===== src/rtl/atm_account_arbiter.sv =====
// Round-robin arbiter giving N_REQ ATM front-ends serialized access to one balance register.
// Optional ATM_WITHDRAW_LIMIT_EN adds a cumulative withdrawal ceiling with limit_clear.
module atm_account_arbiter #(
  parameter int                 N_REQ        = 2,
  parameter int                 BAL_W        = 32,
  parameter int                 AMT_W        = 16,
  parameter logic [BAL_W-1:0]   INIT_BALANCE = 32'h000F4240
`ifdef ATM_WITHDRAW_LIMIT_EN
  ,
  parameter logic [AMT_W-1:0]   WD_LIMIT     = 16'd5000
`endif
) (
  input  logic                   clk,
  input  logic                   reset,
  input  logic [N_REQ-1:0]       req,
  input  logic [2*N_REQ-1:0]     op,
  input  logic [AMT_W*N_REQ-1:0] amount,
  output logic [N_REQ-1:0]       grant,
  output logic [N_REQ-1:0]       done,
  output logic                   ok,
  output logic [BAL_W-1:0]       balance_out,
  output logic                   busy
`ifdef ATM_WITHDRAW_LIMIT_EN
  ,
  input  logic                   limit_clear
`endif
);

  localparam int ID_W = (N_REQ > 1) ? $clog2(N_REQ) : 1;

  localparam logic [1:0] OP_READ     = 2'b00;
  localparam logic [1:0] OP_DEPOSIT  = 2'b01;
  localparam logic [1:0] OP_WITHDRAW = 2'b10;

  typedef enum logic [1:0] {S_IDLE, S_SEL, S_EXEC, S_RESP} state_t;

  state_t           state_q, state_d;
  logic [ID_W-1:0]  rr_ptr_q, rr_ptr_d;
  logic [ID_W-1:0]  sel_q;
  logic [1:0]       op_q;
  logic [AMT_W-1:0] amt_q;
  logic [BAL_W-1:0] bal_q;
  logic [BAL_W-1:0] bal_out_q;
  logic             ok_q;

  logic             pick_vld;
  logic [ID_W-1:0]  pick_id;
  logic             exec_ok;
  logic [BAL_W-1:0] exec_bal;
  logic [BAL_W-1:0] amt_ext;
  logic [BAL_W:0]   dep_sum;

`ifdef ATM_WITHDRAW_LIMIT_EN
  logic [AMT_W:0]   wd_total_q, wd_total_d;
  logic [AMT_W:0]   wd_sum;
`endif

  // Wrapping scan upward from rr_ptr: the first asserted request wins.
  always_comb begin
    int idx;
    pick_vld = 1'b0;
    pick_id  = '0;
    idx      = 0;
    for (int i = 0; i < N_REQ; i++) begin
      idx = int'(rr_ptr_q) + i;
      if (idx >= N_REQ) idx = idx - N_REQ;
      if (!pick_vld && req[idx]) begin
        pick_vld = 1'b1;
        pick_id  = ID_W'(idx);
      end
    end
  end

  // Deposit overflow is the carry out of a BAL_W+1-bit sum.
  function automatic logic deposit_ovf(input logic [BAL_W:0] sum);
    return sum[BAL_W];
  endfunction

  always_comb begin
    amt_ext  = BAL_W'(amt_q);
    dep_sum  = {1'b0, bal_q} + {1'b0, amt_ext};
    exec_ok  = 1'b0;
    exec_bal = bal_q;
`ifdef ATM_WITHDRAW_LIMIT_EN
    wd_sum   = wd_total_q + {1'b0, amt_q};
`endif
    case (op_q)
      OP_READ: exec_ok = 1'b1;
      OP_DEPOSIT: begin
        if (!deposit_ovf(dep_sum)) begin
          exec_ok  = 1'b1;
          exec_bal = dep_sum[BAL_W-1:0];
        end
      end
      OP_WITHDRAW: begin
`ifdef ATM_WITHDRAW_LIMIT_EN
        if (amt_ext <= bal_q && wd_sum <= {1'b0, WD_LIMIT}) begin
`else
        if (amt_ext <= bal_q) begin
`endif
          exec_ok  = 1'b1;
          exec_bal = bal_q - amt_ext;
        end
      end
      default: exec_ok = 1'b0;
    endcase
  end

  always_comb begin
    state_d  = state_q;
    rr_ptr_d = rr_ptr_q;
    case (state_q)
      S_IDLE: if (|req) state_d = S_SEL;
      S_SEL: begin
        if (pick_vld) begin
          state_d  = S_EXEC;
          rr_ptr_d = (pick_id == ID_W'(N_REQ - 1)) ? '0 : pick_id + 1'b1;
        end else begin
          state_d  = S_IDLE;
        end
      end
      S_EXEC:  state_d = S_RESP;
      S_RESP:  state_d = S_IDLE;
      default: state_d = S_IDLE;
    endcase
  end

`ifdef ATM_WITHDRAW_LIMIT_EN
  // A coincident clear takes priority over accumulating an accepted withdrawal.
  always_comb begin
    wd_total_d = wd_total_q;
    if (limit_clear)
      wd_total_d = '0;
    else if (state_q == S_EXEC && op_q == OP_WITHDRAW && exec_ok)
      wd_total_d = wd_sum;
  end

  always_ff @(posedge clk or posedge reset) begin
    if (reset) wd_total_q <= '0;
    else       wd_total_q <= wd_total_d;
  end
`endif

  always_ff @(posedge clk or posedge reset) begin
    if (reset) begin
      state_q   <= S_IDLE;
      rr_ptr_q  <= '0;
      bal_q     <= INIT_BALANCE;
      bal_out_q <= INIT_BALANCE;
      ok_q      <= 1'b0;
    end else begin
      state_q  <= state_d;
      rr_ptr_q <= rr_ptr_d;
      if (state_q == S_EXEC) begin
        bal_q     <= exec_bal;
        bal_out_q <= exec_bal;
        ok_q      <= exec_ok;
      end
    end
  end

  // Captured transaction fields; only meaningful from EXEC onward.
  always_ff @(posedge clk) begin
    if (state_q == S_SEL && pick_vld) begin
      sel_q <= pick_id;
      op_q  <= op[2*pick_id +: 2];
      amt_q <= amount[AMT_W*pick_id +: AMT_W];
    end
  end

  always_comb begin
    grant = '0;
    done  = '0;
    busy  = (state_q != S_IDLE);
    ok    = (state_q == S_RESP) && ok_q;
    if (state_q == S_EXEC) grant[sel_q] = 1'b1;
    if (state_q == S_RESP) done[sel_q]  = 1'b1;
  end

  assign balance_out = bal_out_q;

endmodule


===== config.mk =====
export PLATFORM = sky130hd
export DESIGN_NAME = atm_account_arbiter
export DESIGN_NICKNAME = d
export VERILOG_FILES = /design/src/rtl/atm_account_arbiter.sv
export SDC_FILE = /design/constraint.sdc
export NUM_CORES = 1
export LEC_CHECK = 0
export ABC_AREA = 1
export CAP_MARGIN = 20
export CORE_MARGIN = 5
export CORE_UTILIZATION = 51
export CTS_CLUSTER_SIZE = 8
export DETAILED_ROUTE_END_ITERATION = 6
export PLACE_DENSITY = 0.77
export SYNTH_ARGS = -nofsm -noshare
export SYNTH_HDL_FRONTEND = slang
export SYNTH_SLANG_ARGS = --single-unit

===== constraint.sdc =====
create_clock -name clk -period 2.3 [get_ports clk]
set_clock_uncertainty 0.2 [all_clocks]
set_input_delay 0.575 -clock clk [delete_from_list [all_inputs] [get_ports clk]]
set_output_delay 0.575 -clock clk [all_outputs]
set_load 0.02 [all_outputs]

==> impl_table.tex <==
\begin{tabular}{lr}
\hline
Metric & Value \\
\hline
\multicolumn{2}{l}{\textbf{STA}} \\
Max Transition Viols Final & 0 \\
Remaining max-slew budget at the tightest pin & 73.6\% \\
Number of setup violations in the final report & 32 \\
Final clock period utilization by the worst path & 108\% \\
Tmin final & 2.49 ns \\
Achievable clock frequency & 402 MHz \\
Setup WS post-layout & -0.189 ns \\
Unrepaired setup endpoints after global routing & true \\
Hold Fails Final Rpt & 0 \\
Final setup TNS & -4.07 ns \\
Slew at the pin closest to its max-slew limit & 0.394 ns \\
\multicolumn{2}{l}{\textbf{Logic synthesis}} \\
Net Count, Synth & 1094 \\
Sequential share of the synthesized area & 25.5\% \\
Post-synth design cell area & 5810 um\^{}2 \\
Synth Area in Simple Gates & 45.4\% \\
Count of cell types in the netlist & 35 \\
Xor and xnor fraction of the mapped netlist area & 1.96\% \\
Multiplexer area fraction after synthesis & 0\% \\
Mean cell area of the mapped netlist & 5.70 um\^{}2 \\
Compound-Gate Fraction of Synth Area & 6.48\% \\
Post-synthesis instance total & 1020 \\
Synthesized-area fraction occupied by adder cells & 7.57\% \\
Total number of yosys warnings & 0 \\
Dominant combinational cell family by area after synthesis & simple AND/OR/NAND/NOR gates \\
Synthesis-stage register bit count & 55 \\
\multicolumn{2}{l}{\textbf{Power and ir drop}} \\
Internal Dissipation & 5.98 mW \\
Power dissipated by switching net loads & 6.30 mW \\
Net Sw Frac & 51.3\% \\
Pleak & 4.58 nW \\
Flop pwr share & 15.1\% \\
Combinational group share of total power & 76.9\% \\
Clock Power Share & 7.9\% \\
Peak supply drop & 959 uV \\
Pwr per Cell Area & 1470 nW/um\^{}2 \\
\multicolumn{2}{l}{\textbf{Clock tree}} \\
Root Buffer & clkbuf\_16 \\
Total clock buffers created by CTS & 5 \\
Sink count of the clock tree & 55 \\
Clock tree from TritonCTS & built \\
Later-pin clock latency in the skew report & 0.32 ns \\
Buffers from clock root to sink, at most & 2 \\
Number of H-tree levels & 2 \\
Clock-pin slew reported for the worst setup and hold paths after clock tree synthesis & 0.08 ns \\
\multicolumn{2}{l}{\textbf{Setup path}} \\
Kind of cell with the highest combined delay on the critical path & simple AND/OR/NAND/NOR gates \\
CP cell instances & ha\_2, inv\_2, fa\_2, o21ai\_2, nand3\_1, nand2\_1, nand2\_1, nand2\_2, nand3\_2, nand2\_2, nor2\_4, inv\_8, clkbuf\_16, nand2\_1, o21ai\_1 \\
Worst setup path end & balance\_out[6]\$\_DFFE\_PP1P\_ \\
CP endpoint kind & flip-flop \\
Slowest stage delay, CP & 0.41 ns \\
Worst setup SP type & flip-flop \\
Critical path fanouts, max & 7 \\
Setup Crit Path Kind & flip-flop to flip-flop \\
Required time at the endpoint of the critical path & 2.34 ns \\
Reg2Reg Launch Point & amt\_q[0]\$\_DFFE\_PP\_ \\
Worst endpoint data arrival time & 2.53 ns \\
Depth of the most critical reg-to-reg path & 15 \\
Setup crit start & amt\_q[0]\$\_DFFE\_PP\_ \\
Register-to-register path setup slack & -0.19 ns \\
Terminus of the critical flop-to-flop path & balance\_out[6]\$\_DFFE\_PP1P\_ \\
Most prevalent standard cell on the critical path & nand2\_1 \\
Slowest cell on the critical path & edfxtp\_1 \\
Buf+Inv Stages, Crit Path & 3 \\
Cell count along the critical path & 15 \\
\multicolumn{2}{l}{\textbf{Placed design}} \\
Post-placement worst setup slack & -0.159 ns \\
Standard cell area after detailed placement & 7630 um\^{}2 \\
Dpl cells & 1316 \\
Routability-driven placement congestion ratio & 0.975 \\
Count of input and output buffers & 77 \\
Placed wire-length estimate & 15.8 mm \\
\multicolumn{2}{l}{\textbf{Finish}} \\
Post-Route Utilization & 74.2\% \\
Count of non-filler cells in the finished layout & 1335 \\
Layout Cell Area excl Fill & 8370 um\^{}2 \\
Antenna Diode Count & 0 \\
Sequential standard cell area & 1490 um\^{}2 \\
Count of nets after finishing & 1265 \\
Number of filler instances in the final layout & 987 \\
Combined area of the multi-input logic cells & 4070 um\^{}2 \\
Layout overhead on the synthesized area & 43.9\% \\
Share of final-layout standard cells stronger than drive strength 1 & 22.3\% \\
\multicolumn{2}{l}{\textbf{Drt}} \\
Via count & 6948 \\
First-iteration detailed-routing DRC count & 556 \\
ANT nets after route & 0 \\
Detailed Routing Iterations Pass 1 & 5 \\
Count of unresolved DRC violations after routing & 0 \\
Number of vias per cell after detailed routing & 5.20 \\
Final routed wire length divided by cell count & 15.5 um \\
Detailed-route wire length & 20.7 mm \\
\multicolumn{2}{l}{\textbf{Floorplanning}} \\
Initial Util & 51.6\% \\
Std-Cell Core Area & 11300 um\^{}2 \\
Die Ht & 117 um \\
Full die area & 13600 um\^{}2 \\
Site row count & 39 \\
I/O pin count & 78 \\
Width of the die & 117 um \\
\multicolumn{2}{l}{\textbf{Global routing}} \\
Pin count of the biggest net entering global routing & 37 \\
Total routing resource utilization after global routing & 30.1\% \\
Global route total overflow & 0 \\
Global-route wire length before repair & 31.8 mm \\
Via count of the first global-routing pass & 6489 \\
Initial antenna violation count & 0 \\
\multicolumn{2}{l}{\textbf{Run status}} \\
Result of the run & finished, violations left \\
Violations in the final reports & setup timing \\
\multicolumn{2}{l}{\textbf{Worst hold path}} \\
Type of the worst min-delay path & flip-flop to flip-flop \\
\multicolumn{2}{l}{\textbf{Run}} \\
Number of maximum-capacitance constraint violations & 0 \\
\hline
\end{tabular}
area by class of cell:
type | count | share of cell area [%]
clock buffers | 6 | 1.66
well taps | 143 | 2.14
repair buffers | 193 | 21.7
clock inverters | 2 | 0.419
multi-input cells | 771 | 48.7
flip-flops and latches | 55 | 17.9
inverters | 165 | 7.49
layout by cell type (no fill, tap or decap), drive strengths merged:
cell type        n
clkbuf           8
dlygate4sd2     12
clkdlybuf4s50   58
ha              32
fa               2
a21oi           21
nand3           66
inv            164
buf            114
o21a             1
nor2            85
a211oi           1
o21bai           5
dfrtp           29
or2              4
bufinv           1
and3             2
edfxtp          19
nand2          467
nor3            15
clkinv           2
a31oi            1
nor4             1
xnor2            2
nand4           11
dfstp            7
nand3b           1
and2             2
o21ai           41
dlymetal6s2s     7
xor2            11
per-layer routing:
layer | GRT usage [%] | up-vias | wire length (um) | part of all wire (%)
li1 | - | 3455 | - | -
met1 | 39.5 | 3169 | 8580 | 41
met2 | 49.9 | 267 | 9570 | 46
met3 | 4.83 | 57 | 1680 | 8.1
met4 | 11.8 | 0 | 858 | 4.1
met5 | 0 | - | 0 | 0
kinds of logic (layout without fill, tap and decap cells):
| family | Yosys count | count (layout) |
|---|---|---|
| and+or+nand+nor | 654 | 654 |
| buffers and inverters | 194 | 366 |
| AOI/OAI and AO/OA | 70 | 70 |
| DFF | 55 | 55 |
| adders and majority gates | 34 | 34 |
| xor gates and xnor gates | 13 | 13 |
power groups by stage:
stage                     registers, mW  logic [mW]  clock network [mW]
after global routing               1.90        10.3               0.995
final                              1.86        9.45               0.971
after CTS                          1.82        8.62               0.966
after global placement             1.82        8.26                   0
after detailed placement           1.83        8.36                   0
after floorplan                    2.10        4.65                   0
flip-flops by register name, summed over array words and instances, names as in the netlist, named ones only:
name         cells
sel_q            1
balance_out     32
amt_q           16
state_q          1
rr_ptr_q         1
ok_q             1
op_q             2
worst register-to-register path: cells and delay by family (launching register included):
family | cells | cell delay [ns]
flops | 1 | 0.41
compound gates | 2 | 0.22
simple gates | 8 | 0.63
buf+inv | 3 | 0.35
fa+ha+maj | 2 | 0.60
through the flow:
| step | hold slack [ns] | power [mW] |
|---|---|---|
| after floorplan | 0.243 | 6.75 |
| final | 0.283 | 12.3 |
| after global routing | 0.329 | 13.2 |
| after global placement | 0.266 | 10.1 |
| after detailed placement | 0.269 | 10.2 |
| after CTS | 0.280 | 11.4 |
worst min path at each step:
stage / start / to / slack (ns) / depth (start not counted)
finish: state_q[0]$_DFFE_PP0P_ / state_q[0]$_DFFE_PP0P_ / 0.28 / 1
global route: state_q[0]$_DFFE_PP0P_ / state_q[0]$_DFFE_PP0P_ / 0.33 / 1
CTS: state_q[0]$_DFFE_PP0P_ / state_q[0]$_DFFE_PP0P_ / 0.28 / 1
detailed placement: state_q[0]$_DFFE_PP0P_ / state_q[0]$_DFFE_PP0P_ / 0.27 / 1
global placement: state_q[0]$_DFFE_PP0P_ / state_q[0]$_DFFE_PP0P_ / 0.27 / 1
floorplan: state_q[0]$_DFFE_PP0P_ / state_q[0]$_DFFE_PP0P_ / 0.24 / 1
synth_stat cells (all sizes together):
cell type    n  area (um^2)
nor4         1         6.26
buf         20          111
xor2        11         96.3
a21oi       21          113
nand4       11         68.8
dfstp        7          184
nor3        15         86.3
nor2        85          332
nand3b       1         7.51
ha          32          400
fa           2         40.0
a211oi       1         7.51
nand3       66          330
and3         2         12.5
dfrtp       29          726
edfxtp      19          571
o21bai       5         37.5
inv        164          616
o21a         1         7.51
o21ai       41          205
nand2      467         1760
or2          4         25.0
clkbuf       9         33.8
and2         2         12.5
xnor2        2         17.5
a31oi        1         6.26
clkinv       1         3.75
what timing repair did:
action,in CTS,in global routing
gates cloned,2,2
hold buffers,0,0
setup buffers,2,6
gates resized for setup,55,99
pin swaps,4,25
endpoints found under the setup margin,47,39
(Power assumes the default switching activity.)
